<file path="config.mk">
export PLATFORM = sky130hd
export DESIGN_NAME = ysyx_22050598_if_stage
export DESIGN_NICKNAME = d
export VERILOG_FILES = /design/src/rtl/ysyx_22050598_if_stage.sv
export SDC_FILE = /design/constraint.sdc
export NUM_CORES = 1
export LEC_CHECK = 0
export CORE_ASPECT_RATIO = 1.25
export CORE_MARGIN = 4
export CORE_UTILIZATION = 43
export CTS_CLUSTER_SIZE = 40
export DETAILED_ROUTE_END_ITERATION = 10
export PLACE_DENSITY = 0.87
export SYNTH_ARGS = -nofsm -noshare
export SYNTH_HDL_FRONTEND = slang
export SYNTH_SLANG_ARGS = --single-unit
</file>
<file path="constraint.sdc">
create_clock -name clk -period 3.1 [get_ports clk]
set_input_delay 0.62 -clock clk [delete_from_list [all_inputs] [get_ports clk]]
set_output_delay 0.62 -clock clk [all_outputs]
set_load 0.05 [all_outputs]
</file>
<file path="src/rtl/ysyx_22050598_if_stage.sv">
// ---------------------------------------------------------------------------
// ysyx_22050598_if_stage
//
// Instruction-fetch stage. It owns the fetch PC and keeps at most one
// instruction-memory request outstanding. It presents {pc, inst, valid} to
// the IF/ID register, and presents a NOP bubble whenever no correct-path
// instruction is available. A redirect squashes any in-flight or held fetch.
//
// Optional feature macro: YSYX_22050598_IF_BYPASS_EN
//   defined   : a live response with no stall is presented in the same cycle
//               it arrives (combinational memory-to-decode path).
//   undefined : every live response goes through hold_inst and is presented
//               one cycle later (default build).
//
// Ports
//   clk, rst          clock; synchronous active-high reset
//   if_stall          IF/ID is not capturing this cycle
//   redirect_valid/pc PC redirect (target bits [1:0] forced to 0)
//   imem_req_*        request channel (valid/ready), word-aligned address
//   imem_resp_*       response channel (valid only)
//   if_pc_o/inst_o/valid_o  presented instruction to IF/ID
//
// state | meaning
// ------+---------------------------------------------------------------
// IDLE  | first cycle after reset, no request
// REQ   | request valid on imem_req_*, waiting for ready
// WAIT  | request accepted, waiting for response (kill = drop it)
// HOLD  | live instruction held in hold_inst until IF/ID captures it
// ---------------------------------------------------------------------------
module ysyx_22050598_if_stage #(
    parameter logic [63:0] RESET_PC = 64'h0000_0000_8000_0000,
    parameter logic [31:0] NOP_INST = 32'h0000_0013
) (
    input  logic        clk,
    input  logic        rst,
    input  logic        if_stall,
    input  logic        redirect_valid,
    input  logic [63:0] redirect_pc,
    output logic        imem_req_valid,
    input  logic        imem_req_ready,
    output logic [63:0] imem_req_addr,
    input  logic        imem_resp_valid,
    input  logic [31:0] imem_resp_data,
    output logic [63:0] if_pc_o,
    output logic [31:0] if_inst_o,
    output logic        if_valid_o
);

    typedef enum logic [1:0] {
        S_IDLE = 2'd0,
        S_REQ  = 2'd1,
        S_WAIT = 2'd2,
        S_HOLD = 2'd3
    } state_t;

    state_t      state_q,     state_d;
    logic [63:0] fetch_pc_q,  fetch_pc_d;
    logic        kill_q,      kill_d;
    logic [31:0] hold_inst_q, hold_inst_d;

    logic [63:0] redirect_tgt;
    logic [63:0] pc_plus4;
    logic        handshake;
    logic        live_resp;

    assign redirect_tgt = {redirect_pc[63:2], 2'b00};
    assign pc_plus4     = fetch_pc_q + 64'd4;
    assign handshake    = (state_q == S_REQ) && imem_req_ready;
    assign live_resp    = (state_q == S_WAIT) && imem_resp_valid && !kill_q;

    assign imem_req_valid = (state_q == S_REQ);
    assign imem_req_addr  = fetch_pc_q;

    always_ff @(posedge clk) begin
        if (rst) begin
            state_q     <= S_IDLE;
            fetch_pc_q  <= RESET_PC;
            kill_q      <= 1'b0;
            hold_inst_q <= NOP_INST;
        end else begin
            state_q     <= state_d;
            fetch_pc_q  <= fetch_pc_d;
            kill_q      <= kill_d;
            hold_inst_q <= hold_inst_d;
        end
    end

    // Next-state logic. Redirect is checked first in every state so that it
    // overrides handshakes, responses and held instructions.
    always_comb begin
        state_d     = state_q;
        fetch_pc_d  = fetch_pc_q;
        kill_d      = kill_q;
        hold_inst_d = hold_inst_q;

        unique case (state_q)
            S_IDLE: begin
                if (redirect_valid) begin
                    fetch_pc_d = redirect_tgt;
                end
                state_d = S_REQ;
            end

            S_REQ: begin
                if (redirect_valid) begin
                    fetch_pc_d = redirect_tgt;
                    // An already-accepted request targets the old PC; its
                    // response must be discarded when it returns.
                    if (handshake) begin
                        kill_d  = 1'b1;
                        state_d = S_WAIT;
                    end
                end else if (handshake) begin
                    state_d = S_WAIT;
                end
            end

            S_WAIT: begin
                if (redirect_valid) begin
                    fetch_pc_d = redirect_tgt;
                    if (imem_resp_valid) begin
                        kill_d  = 1'b0;
                        state_d = S_REQ;
                    end else begin
                        kill_d  = 1'b1;
                    end
                end else if (imem_resp_valid) begin
                    if (kill_q) begin
                        kill_d  = 1'b0;
                        state_d = S_REQ;
                    end else begin
`ifdef YSYX_22050598_IF_BYPASS_EN
                        if (if_stall) begin
                            hold_inst_d = imem_resp_data;
                            state_d     = S_HOLD;
                        end else begin
                            fetch_pc_d  = pc_plus4;
                            state_d     = S_REQ;
                        end
`else
                        hold_inst_d = imem_resp_data;
                        state_d     = S_HOLD;
`endif
                    end
                end
            end

            S_HOLD: begin
                if (redirect_valid) begin
                    fetch_pc_d = redirect_tgt;
                    state_d    = S_REQ;
                end else if (!if_stall) begin
                    fetch_pc_d = pc_plus4;
                    state_d    = S_REQ;
                end
            end

            default: begin
                state_d = S_IDLE;
            end
        endcase
    end

    // Presentation to IF/ID. A redirect cycle always shows a bubble because
    // whatever is available belongs to the squashed path.
    always_comb begin
        if_valid_o = 1'b0;
        if_pc_o    = 64'd0;
        if_inst_o  = NOP_INST;
        if (!redirect_valid) begin
            if (state_q == S_HOLD) begin
                if_valid_o = 1'b1;
                if_pc_o    = fetch_pc_q;
                if_inst_o  = hold_inst_q;
            end
`ifdef YSYX_22050598_IF_BYPASS_EN
            else if (live_resp && !if_stall) begin
                if_valid_o = 1'b1;
                if_pc_o    = fetch_pc_q;
                if_inst_o  = imem_resp_data;
            end
`endif
        end
    end

`ifndef YSYX_22050598_IF_BYPASS_EN
    // Only the bypass path consumes live_resp.
    logic unused_live_resp;
    assign unused_live_resp = live_resp;
`endif

endmodule
</file>
After elaboration in Yosys (flattened, before gate mapping):

Cells that the tools add are included.

* bitwise gates (word level): 2
* equality and inequality tests: 9
* multiplexer cells: 24
* add/subtract/negate cells: 1
* reduce and logical (&&, ||, !) cells: 8

Operators with widths (number)
* 64-bit two-way mux: 5
* 64-bit case mux with 2 select lines: 1
* 64-bit by 3-bit adder with 64-bit output, second input constant: 1
* 32-bit two-way mux: 2
* 2-bit two-way mux: 7
* 2-bit case mux with 4 select lines: 1
* 4-bit AND reduction: 2
* 1-bit two-way mux: 7
* 3-bit != test, second input constant: 2
* 2-bit == test, second input constant: 2
* 2-bit by 1-bit != test with 1-bit output, second input constant: 2
* 2-bit != test, second input constant: 2
* 3-bit AND reduction: 1
* 3-bit OR reduction: 1
* 2-bit by 1-bit == test with 1-bit output, second input constant: 1
* 2-bit logical NOT: 1
* 1-bit NOT: 2
* 1-bit case mux with 2 select lines: 1
* 2-bit AND reduction: 1
* 2-bit nonzero test: 1
* 1-bit logical AND: 1

* input bits: 102
* bits in registers: 99
* word-level logic and storage cells: 48
* output and inout port bits: 162

Longest topological paths before layout:

* word-level depth: 5
* depth in mapped cells: 10
* mapped depth without buffers: 8

Least setup slack after synthesis:

No wires, ideal clock.

* path kind: input-to-output
* start point: input port redirect_valid
* end point: output port if_pc_o[43]
* setup slack: -0.007 ns
* stages: 7
* buffers on the path: 4
* arrival time: 2.487 ns
* data required time: 2.480 ns
* cell sequence: buf_2 > nand2b_1 > clkbuf_1 > clkinv_1 > clkbuf_1 > clkbuf_1 > and2_1

* cells in the longest elaborated chain, start to end: 1

RTL lines
* start: declaration: line 37 `input logic redirect_valid,`
* 64-bit two-way mux: line 170 `if (!redirect_valid) begin`
* end: declaration: line 44 `output logic [63:0] if_pc_o,`

Every way passes these cells.

Final worst setup path:

* start point: register fetch_pc_q[2], in the netlist imem_req_addr[2]
* end point: register fetch_pc_q[38], in the netlist imem_req_addr[38]

* cells in the longest elaborated chain, start to end: 4

RTL lines
* start: declaration: line 57 `logic [63:0] fetch_pc_q, fetch_pc_d;`
* start signal: assignment: line 82 `fetch_pc_q <= fetch_pc_d;`
* 64-bit by 3-bit adder with 64-bit output: line 67 `assign pc_plus4 = fetch_pc_q + 64'd4;`
* 64-bit two-way mux: line 152 `end else if (!if_stall) begin`
* 64-bit two-way mux: line 149 `if (redirect_valid) begin`
* 64-bit case mux with 2 select lines: line 96 `unique case (state_q)`

Every way passes these cells. The select of a mux whose other input is x is not followed.
A chain may end at the register's enable or synchronous reset.

==> metrics.cfg <==
[status]
outcome = complete, no violations

[critical_path]
critPathKind = reg2reg
arrival_ns = 3.03
rrSetupSlack_ns = 0.31
worstSetupEndpointType = flop
r2r_cells = 7
critical_path_required_ns = 3.33
critPathLaunchType = flop
path_max_fanout = 8
rr_startpoint = imem_req_addr[2]$_SDFFE_PP0P_
reg2reg_to = imem_req_addr[38]$_SDFFE_PP0P_

[placed_design]
io_buffer_count = 257
gp_congestion = 0.960
hpwl_um = 17400

[drt]
wl_um = 24000
first_pass_iters = 5
drcViolationCount = 0
drt_iter0_drc = 722
vias = 7489
wl_per_cell_um = 18.8
ant_nets = 0
post_drt_via_cell_ratio = 5.87

[job]
maxCapViolations = 0

[floorplan]
start_util_pct = 44.1
row_count = 48
dieArea_mm2 = 0.0163
pin_count = 264
core_mm2 = 0.0139
die_w_um = 115
fp.dieH_um = 142

[global_route]
grt_usage_pct = 28.5
grt_pass1_vias = 7155
grt_busiest_layer = met2
grt_pass1_wl_um = 37600
grt.met2_usage_pct = 48.4
grt_use_met3_pct = 6.95
grt_max_degree = 96
use_met1_pct = 34.5
antenna_found_initial = 0
grt.overflow.total = 0

[synthesis]
async_flop_share_pct = 0
ys_ff_latch = 97
yosys_warnings = 0
postSynthAreaPerCell_um2 = 7.07
ys_dominant_reg_cell = dfxtp_1
synth-edff-count = 0
ys_seq_area_share_pct = 31.6
synth_cell_type_count = 59
synth_top_area_share_pct = 31.6
synth_area_mm2 = 0.00614
synth.area.top_cells = dfxtp_1 (32%), and2_1 (8.9%), nand2_1 (7.9%), a21oi_1 (6.1%), nor2_1 (4.9%)
netlist_instances = 869
yosys.area.top_type = dfxtp_1

[clocking]
cts_buffers = 9
clk_latency_ns = 0.35
cts_buffer_depth = 2
cts_tree = built
cts_sinks = 97
hold_buffers = 0
clock-root-buffer = clkbuf_16
cts_max_level = 3
cts_setup_buffers = 0
path_clk_slew_ns = 0.08
cts_resized = 0

[hold_path]
hold_end = hold_inst_q[10]$_SDFFE_PP0P_
min_delay_path_depth = 2
hold_class = reg2reg
worstHoldStart = hold_inst_q[10]$_SDFFE_PP0P_

[layout]
n_fill_cell = 1080
nNetsFinal = 1204
area_delta_synth_final_pct = 60.5
diodes = 0
final_layout_size_suffix_gt1_share_pct = 14.8

[sta]
final_hold_viol_count = 0
max_freq_ghz = 0.358
finalClockSkew_ns = 0.0103
post-route-period-util_pct = 90.0
grt_setup_unrepaired = no
finalMaxSlewViolations = 0
worstMarginPinSlew_ns = 0.691
timing.hold.ws_ns = 0.452
final.setup.tns_ns = 0
max_slew_margin_pct = 53.6
setup_viol = 0
fin_crit_ns = 2.79

[pwr]
pwr-share-clk_pct = 34.2
p_switching_w = 0.00113
pwr-share-comb_pct = 23.6
powerDensity_mw_per_mm2 = 340
ir_worst_vdd_v = 0.000265
power_frac_seq_pct = 42.2
p_leak_nw = 3.70
switching_share_pct = 33.8
intPower_w = 0.00221

## cells by family (layout without fill, tap and decap cells)
logic type / Yosys count / in the layout / synth area share, %
compound gates: 202 / 202 / 20.4
fa+ha+maj: 6 / 6 / 1.22
buf+inv: 90 / 319 / 5.91
flops: 97 / 97 / 31.6
mux: 20 / 20 / 3.36
other cells: 1 / 4 / 0.0610
simple gates: 453 / 453 / 37.4
## placed cells by master (no fill, tap or decap), types with 7 or more instances in the layout
cell	n
nor2_1	80
o22ai_1	10
nand2_1	130
nor4_1	14
and2_1	87
a21oi_1	75
dfxtp_1	97
inv_1	13
nand3_1	37
a22o_1	7
a31oi_1	24
and4_1	9
nand4_1	21
a211oi_1	7
nor3_1	26
mux2i_1	15
or3_1	7
buf_4	55
clkdlybuf4s50_1	161
buf_12	73
o21ai_0	32
and3_1	15
a22oi_1	14
clkbuf_16	9
## area by class of cell
class / instances / area, µm² / share of cell area, %
multi-input combinational: 685 / 3870 / 39.2
tap: 175 / 219 / 2.22
clock inverter: 7 / 68.8 / 0.698
inverter: 14 / 52.6 / 0.533
clock buffer: 9 / 225 / 2.28
timing repair buffer: 289 / 3490 / 35.4
sequential: 97 / 1940 / 19.7
## per-stage QoR
stage / instances / instance area [µm²] / utilization, % / total power (W) / setup slack [ns]
after floorplan: 872 / 6160 / - / 0.00187 / 0.196
after global placement: 1260 / 9570 / 68.7 / 0.00220 / 0.352
after detailed placement: 1260 / 9570 / 68.7 / 0.00222 / 0.271
after CTS: 1276 / 9860 / 70.8 / 0.00336 / 0.318
after global routing: 1276 / 9860 / 70.8 / 0.00348 / 0.181
final: 1276 / 9860 / 70.8 / 0.00335 / 0.309
## sequential cells by signal, summed over array words and instances, names as in the netlist
signal / flops
kill_q: 1
imem_req_addr: 62
hold_inst_q: 32
state_q: 2
## worst max-delay path: stages, from the launching register on
cell       delay (ns)
dfxtp_1          0.46
ha_1             0.25
and4_1           0.35
nand4_2          0.15
or4_1            0.77
nor3_1           0.27
nor3_1           0.09
a2111oi_2        0.34
## power by group through the flow
stage	Sequential, W	Clock [W]	Combinational (W)
after floorplan	0.00159	0	0.000276
after global placement	0.00143	0	0.000770
after detailed placement	0.00144	0	0.000786
after global routing	0.00142	0.00122	0.000836
final	0.00141	0.00114	0.000791
after CTS	0.00141	0.00116	0.000789
## routing by layer
metal / part of all wire (%) / vias up / routed length (µm)
li1: - / 3541 / -
met1: 37 / 3475 / 8940
met2: 50 / 410 / 11900
met3: 9.8 / 63 / 2350
met4: 3.1 / 0 / 754
met5: 0 / - / 0
## synth_stat cells (2+ instances only)
cell / instances
a211oi_1: 7
a21o_1: 3
a21oi_1: 75
a221oi_1: 2
a22o_1: 7
a22oi_1: 14
a2bb2oi_1: 2
a311o_1: 2
a311oi_1: 2
a31o_2: 2
a31oi_1: 24
and2_1: 87
and3_1: 15
and4_1: 9
buf_1: 3
buf_2: 4
buf_4: 5
clkbuf_1: 63
dfxtp_1: 97
ha_1: 6
inv_1: 13
mux2_2: 5
mux2i_1: 15
nand2_1: 130
nand2b_1: 7
nand3_1: 37
nand3b_1: 3
nand4_1: 21
nand4_2: 2
nor2_1: 81
nor3_1: 26
nor3b_1: 3
nor4_1: 14
nor4b_1: 2
o211ai_1: 3
o21ai_0: 32
o22a_1: 2
o22ai_1: 10
o31ai_1: 4
or2_2: 2
or3_1: 7
or4_1: 4
## worst max-delay path by stage
| stage | startpoint | end | slack, ns | cells after the start |
|---|---|---|---|---|
| 2_1_floorplan | redirect_valid | if_pc_o[11] | 0.20 | 7 |
| 3_3_place_gp | redirect_valid | imem_req_addr[48]$_SDFFE_PP0P_ | 0.35 | 8 |
| 3_5_place_dp | redirect_valid | imem_req_addr[48]$_SDFFE_PP0P_ | 0.27 | 8 |
| 4_1_cts | imem_req_addr[2]$_SDFFE_PP0P_ | imem_req_addr[38]$_SDFFE_PP0P_ | 0.32 | 7 |
| 5_1_grt | imem_req_addr[2]$_SDFFE_PP0P_ | imem_req_addr[38]$_SDFFE_PP0P_ | 0.18 | 7 |
| 6_report | imem_req_addr[2]$_SDFFE_PP0P_ | imem_req_addr[38]$_SDFFE_PP0P_ | 0.31 | 7 |
(Power assumes the default switching activity.)
